### src/rtl/obi_lockstep_stagger.sv
// Staggered N-core lockstep adapter: core 0 drives the OBI bus, follower k runs k*NCYCLES behind and is checked against the leader.
// Latency: leader path combinational; follower k responses delayed exactly k*NCYCLES cycles; mismatch_o registered 1 cycle after detection.
// Backpressure: none added; bus_gnt_i is the leader's grant and is replayed to followers through the delay lines.
module obi_lockstep_stagger #(
  parameter int NCORES  = 3,
  parameter int NCYCLES = 2,
  parameter int ADDR_W  = 32,
  parameter int DATA_W  = 32
) (
  input  logic                         clk_i,
  input  logic                         rst_i,
  input  logic                         enable_i,
  input  logic                         clear_i,
  input  logic [NCORES-1:0]            core_req_i,
  input  logic [NCORES-1:0]            core_we_i,
  input  logic [NCORES*(DATA_W/8)-1:0] core_be_i,
  input  logic [NCORES*ADDR_W-1:0]     core_addr_i,
  input  logic [NCORES*DATA_W-1:0]     core_wdata_i,
  output logic [NCORES-1:0]            core_gnt_o,
  output logic [NCORES-1:0]            core_rvalid_o,
  output logic [NCORES*DATA_W-1:0]     core_rdata_o,
  output logic                         bus_req_o,
  output logic                         bus_we_o,
  output logic [DATA_W/8-1:0]          bus_be_o,
  output logic [ADDR_W-1:0]            bus_addr_o,
  output logic [DATA_W-1:0]            bus_wdata_o,
  input  logic                         bus_gnt_i,
  input  logic                         bus_rvalid_i,
  input  logic [DATA_W-1:0]            bus_rdata_i,
  output logic [NCORES-1:0]            release_o,
  output logic [NCORES-1:0]            mismatch_o,
  output logic                         err_o,
  output logic                         locked_o
);

  localparam int BE_W  = DATA_W / 8;
  localparam int DEPTH = (NCORES - 1) * NCYCLES;
  localparam int CW    = $clog2(DEPTH + 1);
  localparam logic [CW-1:0] CNT_MAX = CW'(DEPTH);

  typedef struct packed {
    logic              req;
    logic              we;
    logic [BE_W-1:0]   be;
    logic [ADDR_W-1:0] addr;
    logic [DATA_W-1:0] wdata;
  } req_t;

  typedef struct packed {
    logic              gnt;
    logic              rvalid;
    logic [DATA_W-1:0] rdata;
  } rsp_t;

  typedef enum logic [1:0] {ST_OFF, ST_FILL, ST_LOCKED} state_t;

  state_t          r_state;
  state_t          w_state_nxt;
  logic [CW-1:0]   r_cnt;
  logic [CW-1:0]   w_cnt_nxt;
  req_t            r_ref_line [DEPTH];
  rsp_t            r_rsp_line [DEPTH];
  req_t            w_lead_req;
  rsp_t            w_bus_rsp;
  logic            w_line_run;
  logic [NCORES-1:0] w_release;
  logic [NCORES-1:0] w_cmp_mis;
  logic [NCORES-1:0] r_mismatch;
  logic            r_err;

  // Leader request and bus response as tuples; the bus is a straight passthrough of core 0
  assign w_lead_req = {core_req_i[0], core_we_i[0], core_be_i[BE_W-1:0],
                       core_addr_i[ADDR_W-1:0], core_wdata_i[DATA_W-1:0]};
  assign w_bus_rsp  = {bus_gnt_i, bus_rvalid_i, bus_rdata_i};

  assign bus_req_o   = w_lead_req.req;
  assign bus_we_o    = w_lead_req.we;
  assign bus_be_o    = w_lead_req.be;
  assign bus_addr_o  = w_lead_req.addr;
  assign bus_wdata_o = w_lead_req.wdata;

  assign core_gnt_o[0]             = bus_gnt_i;
  assign core_rvalid_o[0]          = bus_rvalid_i;
  assign core_rdata_o[DATA_W-1:0]  = bus_rdata_i;

  // Lines only advance while lockstep is running; anything else discards in-flight history
  assign w_line_run = enable_i && (r_state != ST_OFF);

  // State and fill counter register
  always_ff @(posedge clk_i) begin
    if (rst_i) begin
      r_state <= ST_OFF;
      r_cnt   <= '0;
    end else begin
      r_state <= w_state_nxt;
      r_cnt   <= w_cnt_nxt;
    end
  end

  // Next state: OFF -> FILL on enable, FILL counts up to the full stagger depth, then LOCKED
  always_comb begin
    w_state_nxt = r_state;
    w_cnt_nxt   = r_cnt;
    case (r_state)
      ST_OFF: begin
        w_cnt_nxt = '0;
        if (enable_i) w_state_nxt = ST_FILL;
      end
      ST_FILL: begin
        if (r_cnt == CNT_MAX) w_state_nxt = ST_LOCKED;
        else                  w_cnt_nxt   = r_cnt + 1'b1;
      end
      ST_LOCKED: begin
        w_cnt_nxt = CNT_MAX;
      end
      default: begin
        w_state_nxt = ST_OFF;
        w_cnt_nxt   = '0;
      end
    endcase
    if (!enable_i) begin
      w_state_nxt = ST_OFF;
      w_cnt_nxt   = '0;
    end
  end

  // Reference and response delay lines, cleared whenever lockstep is not running
  always_ff @(posedge clk_i) begin
    if (rst_i || !w_line_run) begin
      for (int i = 0; i < DEPTH; i++) begin
        r_ref_line[i] <= '0;
        r_rsp_line[i] <= '0;
      end
    end else begin
      r_ref_line[0] <= w_lead_req;
      r_rsp_line[0] <= w_bus_rsp;
      for (int i = 1; i < DEPTH; i++) begin
        r_ref_line[i] <= r_ref_line[i-1];
        r_rsp_line[i] <= r_rsp_line[i-1];
      end
    end
  end

  assign w_release[0] = (r_state != ST_OFF);
  assign w_cmp_mis[0] = 1'b0;

  for (genvar k = 1; k < NCORES; k++) begin : g_fol
    localparam logic [CW-1:0] TAP = CW'(k * NCYCLES);
    req_t              w_fol;
    req_t              w_ref;
    rsp_t              w_rsp;
    logic [DATA_W-1:0] w_lane_mask;

    assign w_fol = {core_req_i[k], core_we_i[k], core_be_i[k*BE_W +: BE_W],
                    core_addr_i[k*ADDR_W +: ADDR_W], core_wdata_i[k*DATA_W +: DATA_W]};
    assign w_ref = r_ref_line[k*NCYCLES-1];
    assign w_rsp = r_rsp_line[k*NCYCLES-1];

    for (genvar b = 0; b < BE_W; b++) begin : g_lane
      assign w_lane_mask[b*8 +: 8] = {8{w_ref.be[b]}};
    end

    assign w_release[k] = (r_state != ST_OFF) && (r_cnt >= TAP);

    // Only write data in enabled byte lanes takes part in the comparison
    assign w_cmp_mis[k] = w_release[k] &&
                          ((w_fol.req != w_ref.req) ||
                           (w_ref.req && ((w_fol.we != w_ref.we) ||
                                          (w_fol.be != w_ref.be) ||
                                          (w_fol.addr != w_ref.addr) ||
                                          (w_ref.we && (|((w_fol.wdata ^ w_ref.wdata) & w_lane_mask))))));

    assign core_gnt_o[k]                   = w_rsp.gnt;
    assign core_rvalid_o[k]                = w_rsp.rvalid;
    assign core_rdata_o[k*DATA_W +: DATA_W] = w_rsp.rdata;
  end

  // Mismatch pulse and sticky error; a new mismatch beats a simultaneous clear
  always_ff @(posedge clk_i) begin
    if (rst_i) begin
      r_mismatch <= '0;
      r_err      <= 1'b0;
    end else begin
      r_mismatch <= enable_i ? w_cmp_mis : '0;
      if (enable_i && (|w_cmp_mis)) r_err <= 1'b1;
      else if (clear_i)             r_err <= 1'b0;
    end
  end

  assign release_o  = w_release;
  assign mismatch_o = r_mismatch;
  assign err_o      = r_err;
  assign locked_o   = (r_state == ST_LOCKED);

endmodule

### config.mk
export PLATFORM = sky130hd
export DESIGN_NAME = obi_lockstep_stagger
export DESIGN_NICKNAME = d
export VERILOG_FILES = /design/src/rtl/obi_lockstep_stagger.sv
export SDC_FILE = /design/constraint.sdc
export NUM_CORES = 1
export LEC_CHECK = 0
export ABC_CLOCK_PERIOD_IN_PS = 4400
export CORE_ASPECT_RATIO = 0.9
export CORE_MARGIN = 1.5
export CORE_UTILIZATION = 50
export DETAILED_ROUTE_END_ITERATION = 16
export PLACE_DENSITY = 0.95
export SYNTH_ARGS = -nofsm -noshare
export SYNTH_HDL_FRONTEND = slang
export SYNTH_SLANG_ARGS = --single-unit
### constraint.sdc
create_clock -name clk_i -period 4.4 [get_ports clk_i]
set_clock_uncertainty 0.2 [all_clocks]
set_input_delay 0.66 -clock clk_i [delete_from_list [all_inputs] [get_ports clk_i]]
set_output_delay 0.66 -clock clk_i [all_outputs]
set_load 0.05 [all_outputs]
After elaboration in Yosys (flattened, before gate mapping)
Memory sizes are Yosys's and may differ from the RTL's.
Cells that the tools add are included.
- register bits: 9
- latch bits: 0
- memory bits (writable): 416
- bits in read-only memories: 0
- input port bits: 248
- logic and storage cells: 82
- memories kept: 2
- add/sub/neg operators: 1
- $mul: 0
- divide/modulo/power cells: 0
- $lt $le $gt $ge: 2
- eq/ne operators: 13
- shift operators: 0
- mux-type cells: 17
- bitwise operators: 14
- reductions and logical operators: 28
- memories (name ; depth ; bits a word ; read ports ; clocked after memory_dff ; write ports ; RTL line ; text):
    r_ref_line ; 4 ; 70 ; 4 ; 0 ; 4 ; 61 ; req_t r_ref_line [DEPTH];
    r_rsp_line ; 4 ; 34 ; 4 ; 0 ; 4 ; 62 ; rsp_t r_rsp_line [DEPTH];
- operator list (cell ; number):
    two-way mux 70 bit ; 4
    two-way mux 34 bit ; 4
    bitwise AND 32 bit ; 2
    != test 32 bit ; 2
    OR reduction 32 bit ; 2
    XOR 32 bit ; 2
    logical AND 1 bit ; 10
    logical OR 1 bit ; 9
    != test 4 bit ; 2
    bitwise OR 1 bit ; 8
    case mux 2 bit (3 select lines) ; 1
    case mux 3 bit (2 select lines) ; 1
    two-way mux 1 bit ; 5
    != test 1 bit ; 4
    != test 2 bit (second input constant) ; 2
    nonzero test 2 bit ; 2
    OR reduction 2 bit ; 2
    adder 3 x 1 -> 3 bit (second input constant) ; 1
    equality test 3 bit (second input constant) ; 1
    greater-or-equal comparator 3 x 2 -> 1 bit (second input constant) ; 1
    greater-or-equal comparator 3 bit (second input constant) ; 1
    two-way mux 3 bit ; 1
    equality test 2 x 1 -> 1 bit (second input constant) ; 1
    equality test 2 bit (second input constant) ; 1
    5 further kinds ; 6

Logic depth before layout (Yosys ltp)
Gate-level depths: netlist (run 1).
An unclocked memory read counts as a cell.
- depth in word-level cells: 12
- gate-level depth with buffers: 7

Least setup slack after synthesis (run 1)
No wires, ideal clock.
- path kind: input to register
- from: in core_addr_i[69]
- to: reg r_err, in the netlist err_o
- library setup time: 122 ps
- arrival time: 2308 ps
- required time: 4078 ps
- path slack: 1770 ps
- cell stages on the path: 6
- cells stage by stage: xor2_1 > nor4_1 > nand4_1 > or4_4 > or3_1 > a311o_1
- cells in the longest elaborated chain, start to end: 9
- elaborated cells between the ends (all ways): 10
- ends and longest elaborated chain (element ; RTL line ; text):
    start, declared ; 17 ; input logic [NCORES*ADDR_W-1:0] core_addr_i,
    != test 32 bit * ; 170 ; (w_fol.addr != w_ref.addr) ||
    logical OR 1 bit * ; 169 ; (w_fol.be != w_ref.be) ||
    logical OR 1 bit * ; 170 ;
    logical AND 1 bit * ; 168 ; (w_ref.req && ((w_fol.we != w_ref.we) ||
    logical OR 1 bit * ; 167 ; ((w_fol.req != w_ref.req) ||
    logical AND 1 bit * ; 166 ; assign w_cmp_mis[k] = w_release[k] &&
    OR reduction 2 bit * ; 185 ; if (enable_i && (|w_cmp_mis)) r_err <= 1'b1;
    logical AND 1 bit * ; 185 ;
    two-way mux 1 bit or nonzero test 2 bit (tied branches) ; n/a ;
    end signal, assigned ; 182 ; r_err <= 1'b0;
    end signal, assigned ; 185 ;
    end signal, assigned ; 186 ; else if (clear_i) r_err <= 1'b0;
    end, declared ; 69 ; logic r_err;
Every way passes the cells marked *; elsewhere a longest branch is shown, timed or not.
A chain may end at the register's enable or synchronous reset.

Final worst setup path (run 1)
- from: reg r_state[0]
- to: out release_o[0]
- cells in the longest elaborated chain, start to end: 1
- ends and longest elaborated chain (element ; RTL line ; text):
    start, declared ; 57 ; state_t r_state;
    start signal, assigned ; 95 ; r_state <= w_state_nxt;
    nonzero test 2 bit ; 144 ; assign w_release[0] = (r_state != ST_OFF);
    end, declared ; 30 ; output logic [NCORES-1:0] release_o,
Every way passes these cells.

==> run metrics, run 1 <==
status=complete, no violations; CP startpoint=r_state[0]; Placer Congestion=~0.9; Nets=1810; Synth Area in XOR/XNOR=8.23%; CTS max path bufs=3; CP Depth=4; Slew HR=a little under a quarter; Hold Buf Count CTS=0; Max VDD drop=334 uV; Pre-antenna DRT Iters=5; clock slew at reported path FFs=~0.060 ns; Post-Synth Simple-Gate Area=between 20% and 30%; GRT Util Overall=25.6%; Synth Area in Compound Gates=around 1.2%; starting density of the core=around 51%; Ports=about 430; vias=9965; vias in the first global route=~10000; post-synth top area share=60.4%; sequential area share after synthesis=60.4%; crit path DAT=roughly 2.7 ns; CTS tree=done; Comb pwr share=around 9.0%; Fin. Hold Viols=0; die area=around 29000 um^2; largest family of logic cells by synthesized area=simple AND/OR/NAND/NOR gates; multiplexer area fraction after synthesis=0.0712%; HP Start=r_cnt[0]; Port-buffer cells=426; routed len/inst=approximately 20 um; initial drt markers=809; H-tree Lvls=2; top cells by count, synth=424 x dfxtp_1, 412 x and3_1, 105 x buf_4; Clock Sink Count=424; internal power=between 6 and 7 mW; Slowest-stage cell, CP=clkdlybuf4s50_1; PostCTS Resize Cnt=0; Yosys cell types=36; critical path, cell by cell=inv_1 > ha_1 > inv_8 > clkdlybuf4s50_1; Rows=58; post-synthesis adder-cell area fraction=less than 1%; CP Data Required Time=about 3.5 ns; RSZ-0062 raised after global routing=no; routed wire length=39.1 mm; Final TNS setup=0 ns; Seq pwr share=a little under half; Tmin final=roughly 3.6 ns; Worst path max stage delay=around 0.95 ns; final slew viol count=0; Reg area=8490 um^2; syn_nets=between 1500 and 2000; measured slew at the worst slew-check pin=roughly 1.2 ns; Clock Power Share=a little over two fifths; layout cell share with drive strength beyond 1=slightly below 5%; drt drc=0; Antenna Nets Post-Route=0; Pwr Density=~430 nW/um^2; end of the worst register-to-register path=err_o; buffer count from post-CTS setup fixing=0; Highest Clock Rate=0.279 GHz; fin crit share=roughly 82%; MaxCap Viol Count=0; worst-path fanout max=roughly 130; area delta synth->final=36.1%; Leakage=about 9 nW; Via-to-Cell Ratio=between 5 and 6; R2R depth=7; multi-input logic area=~4400 um^2; number of synthesized flops with an enable pin=0; Post-Syn Area=between 10000 and 15000 um^2; Setup Crit Path Kind=register to primary output; main area contributors after synthesis=dfxtp_1 60%, and3_1 18%, xnor2_1 5.7%; clock latency on the worst-skew pair=about 0.52 ns; worst hold path class=register to register; end of the critical path=release_o[0]; largest net degree at the start of global routing=224; yosys warns=0; flops & latches, synth=about 420; Top FF cell, synth=dfxtp_1; # setup viols final=0; die width=about 180 um; initial antenna violation count=1; Startpoint Class=register; reg-to-reg startpoint=r_state[0]; fillers=1849; first-pass GRT wire length=57.9 mm; Congestion Overflow GR=0; Psw=between 1.5 and 2 mW; async set-reset flop share out of synthesis=0%; dpl hpwl=roughly 27 mm; Sw Share=roughly 23%; top-count cell post-synth=dfxtp_1; sum of buffers and inverters on the critical path=3; syn_area_per_cell=approximately 11 um^2; TritonCTS buffer count=42; delay-heaviest family, CP=buffers and inverters; final core occ=about 69%; r2r setup slk=1.27 ns; Core Region=approximately 28000 um^2; area leader, netlist=dfxtp_1; Syn Inst Count=roughly 1300; Die Y=between 150 and 200 um; Crit. End Element=primary output; Clock Root Buffer=clkbuf_16
[metrics by stage]
step	setup slack (ns)	hold WS (ns)	std cells	instance area, um^2	total power, mW
after floorplan	1.77	0.217	1281	14100	4.36
after global placement	1.17	0.229	1874	17700	4.66
after detailed placement	1.07	0.240	1874	17700	4.67
after CTS	0.794	0.247	1947	19100	8.25
after global routing	0.709	0.264	1947	19100	8.46
final	0.813	0.253	1950	19100	8.21
[cells in the final DEF (no fill, tap or decap), types with 2 or more instances in the layout]
cell / n
clkbuf_16: 42
o21ai_0: 12
diode_2: 3
nor2_1: 10
dfxtp_1: 424
xnor2_1: 91
buf_12: 2
clkinvlp_4: 2
a22oi_1: 2
clkinv_8: 2
ha_1: 4
clkdlybuf4s50_1: 426
nor2b_1: 4
inv_1: 7
clkbuf_8: 10
clkinv_2: 9
buf_4: 2
or3_1: 2
nand3b_1: 2
and3_1: 412
clkbuf_1: 3
bufinv_16: 4
a21boi_0: 2
nor3_1: 5
nand4_1: 25
xor2_1: 41
nand2_1: 10
nor4_1: 12
[state kept, by name (all words and copies together) (netlist names)]
register / cells
r_rsp_line: 136
r_state: 2
err_o: 1
mismatch_o: 2
r_ref_line: 280
r_cnt: 3
[final cells by class]
| class | count | share of cell area, % |
|---|---|---|
| clock buffer | 55 | 6.27 |
| sequential | 424 | 44.4 |
| multi-input combinational | 651 | 23.0 |
| inverter | 9 | 0.216 |
| tap | 360 | 2.35 |
| antenna | 3 | 0.0392 |
| clock inverter | 18 | 1.16 |
| timing repair buffer | 430 | 22.6 |
[worst min-delay path by stage]
stage	slack [ns]	end	cells past startpoint
2_1_floorplan	0.22	r_cnt[0]	1
3_3_place_gp	0.23	r_cnt[0]	1
3_5_place_dp	0.24	r_cnt[0]	1
4_1_cts	0.25	r_ref_line[1][39]	1
5_1_grt	0.26	r_ref_line[3][11]	1
6_report	0.25	r_cnt[0]	1
[cells by family (layout without fill, tap and decap cells)]
kind of cell	after synthesis	after routing
buffers and inverters	206	512
other	1	4
DFF	424	424
and+or+nand+nor	488	488
adders and majority gates	4	4
AOI/OAI and AO/OA	25	25
xor gates and xnor gates	132	132
muxes	1	1
[power groups by stage]
stage | clock [mW] | combinational [mW] | sequential [mW]
2_1_floorplan | 0 | 0.416 | 3.94
3_3_place_gp | 0 | 0.716 | 3.94
3_5_place_dp | 0 | 0.727 | 3.95
4_1_cts | 3.66 | 0.736 | 3.86
5_1_grt | 3.82 | 0.773 | 3.86
6_report | 3.61 | 0.739 | 3.86
[per-layer routing]
metal	vias up	global-route usage [%]	part of all wire, %
li1	4803	-	-
met1	4628	32.2	42
met2	433	43.3	48
met3	101	5.40	6.6
met4	0	9.77	3.4
met5	-	0	0
No activity file was read; power rests on OpenSTA's default activity.
==> run 2, diff against run 1 <==
Settings changed: ABC_CLOCK_PERIOD_IN_PS 4400 to 2900, CORE_UTILIZATION 50 to 42, PLACE_DENSITY 0.95 to 0.87.
Clock period 4.4 ns to 2.9 ns, I/O delays scaled along.
==> run 2 against run 1 <==
  * Non-clock buffer count is 9 higher
  * Global-route usage decreased by 4.8 points
  * Combinational power rose by 53%
  * Critical endpoint is now release_o[1]
  * Largest cell class unchanged
  * Largest power group unchanged
==> run metrics, run 2 (same netlist as run 1, synthesis figures left out) <==
status=complete, no violations; Clock Sink Count=~420; Highest Clock Rate=0.364 GHz; Port-buffer cells=426; overall power=around 12 mW; Leakage=8.85 nW; Die Y=between 150 and 200 um; sum of buffers and inverters on the critical path=2; Ports=between 400 and 500; worst-path fanout max=3; CTS max path bufs=3; Slowest-stage cell, CP=clkdlybuf4s50_1; crit path DAT=approximately 2.1 ns; CP Data Required Time=between 2 and 2.5 ns; Clock Root Buffer=clkbuf_16; commonest non-fill, non-tap cell in the layout=dfxtp_1; die area=around 35000 um^2; first-pass GRT wire length=between 50 and 60 mm; Core Region=roughly 33000 um^2; measured slew at the worst slew-check pin=between 0.6 and 0.7 ns; drt drc=0; MaxCap Viol Count=0; Placer Congestion=between 0.9 and 1; clock slew at reported path FFs=0.06 ns; Hold Buf Count CTS=0; fillers=about 2700; Congestion Overflow GR=0; # setup viols final=0; Pwr Density=644 nW/um^2; routed wire length=approximately 38 mm; fin crit share=approximately 95%; Largest Register=r_ref_line; buffer count from post-CTS setup fixing=0; Tmin final=between 2 and 3 ns; CTS tree=done; Crit. End Element=primary output; Antenna Nets Post-Route=0; Setup Crit Path Kind=register to primary output; Final TNS setup=0 ns; clock latency on the worst-skew pair=between 0.5 and 0.6 ns; final slew viol count=0; R2R depth=6; setup slack after layout=around 0.15 ns; delay-heaviest family, CP=buffers and inverters; largest net degree at the start of global routing=around 190; Worst path max stage delay=between 0.8 and 0.9 ns; GRT Util Overall=between 20% and 30%; layout cell share with drive strength beyond 1=~5.8%; Nets=roughly 1800; Startpoint Class=register; Max VDD drop=roughly 370 uV; initial drt markers=600; starting density of the core=42.7%; most frequent cells in the layout=424 x dfxtp_1, 420 x clkdlybuf4s50_1, 412 x and3_1, 91 x xnor2_1, 43 x clkbuf_16; final core occ=about three fifths; PostCTS Resize Cnt=0; die width=around 200 um; worst hold path class=register to register; critical path, cell by cell=inv_1 > ha_1 > nor2_1 > clkdlybuf4s50_1; Via-to-Cell Ratio=between 4 and 5; hold path depth=1; Rows=63; H-tree Lvls=2; Largest regs=r_ref_line: 280 flops, r_rsp_line: 136 flops, r_cnt: 3 flops; Slew HR=a little under three fifths; dpl hpwl=roughly 28 mm; max FFs per register=between 200 and 300; TritonCTS buffer count=42; r2r setup slk=0.34 ns; CP Depth=4; pre-CTS setup slack=-0.222 ns; vias=roughly 9800; vias in the first global route=approximately 9500; routed len/inst=18.8 um; initial antenna violation count=3; area delta synth->final=37.0%; Fin. Hold Viols=0; Pre-antenna DRT Iters=5; RSZ-0062 raised after global routing=no
[run 2: changes by cell type in the layout (fill, tap and decap cells not counted), moves of 2 or more]
| cell | before | now |
|---|---|---|
| buf_4 | 2 | 16 |
| clkdlybuf4s50_1 | 426 | 420 |
| clkinv_2 | 9 | 5 |
| clkinv_4 | 0 | 3 |
| inv_6 | 1 | 4 |
| clkinv_8 | 2 | 0 |
| diode_2 | 3 | 1 |
[run 2: report_power, final]
part           leakage (nW)  switching (mW)  internal, mW  total [mW]
clock network         0.698            2.18          3.23        5.41
logic                  4.74           0.614         0.514        1.13
registers              3.42         0.00895          5.85        5.86
[run 2: stage by stage]
stage | instance area [um^2] | instances | hold slack, ns
floorplan | 14100 | 1281 | 0.217
global placement | 17800 | 1945 | 0.229
detailed placement | 17800 | 1945 | 0.237
CTS | 19300 | 2018 | 0.254
global route | 19300 | 2018 | 0.262
finish | 19300 | 2019 | 0.250
[run 2: worst paths after layout]
kind                            end         startpoint
setup / recovery       release_o[1]         r_state[0]
hold / removal    r_ref_line[1][44]  r_ref_line[0][44]
setup reg to reg              err_o  r_ref_line[3][37]
hold reg to reg   r_ref_line[1][44]  r_ref_line[0][44]
[run 2: layout make-up]
cell class / instances / area, um^2 / share of cell area, %
Clock inverter: 17 / 195 / 1.01
Clock buffer: 56 / 1210 / 6.31
Timing Repair Buffer: 439 / 4380 / 22.8
Tap cell: 422 / 528 / 2.74
Sequential cell: 424 / 8490 / 44.1
Antenna cell: 1 / 2.50 / 0.0130
Multi-Input combinational cell: 651 / 4410 / 22.9
Inverter: 9 / 41.3 / 0.214
[run 2: routing by layer]
metal,part of all wire [%],track usage (%),wire length (um)
met3,6.1,4.34,2300
met4,2.8,7.31,1040
met5,0,0,0
met2,46,33.0,17500
met1,45,28.2,17000
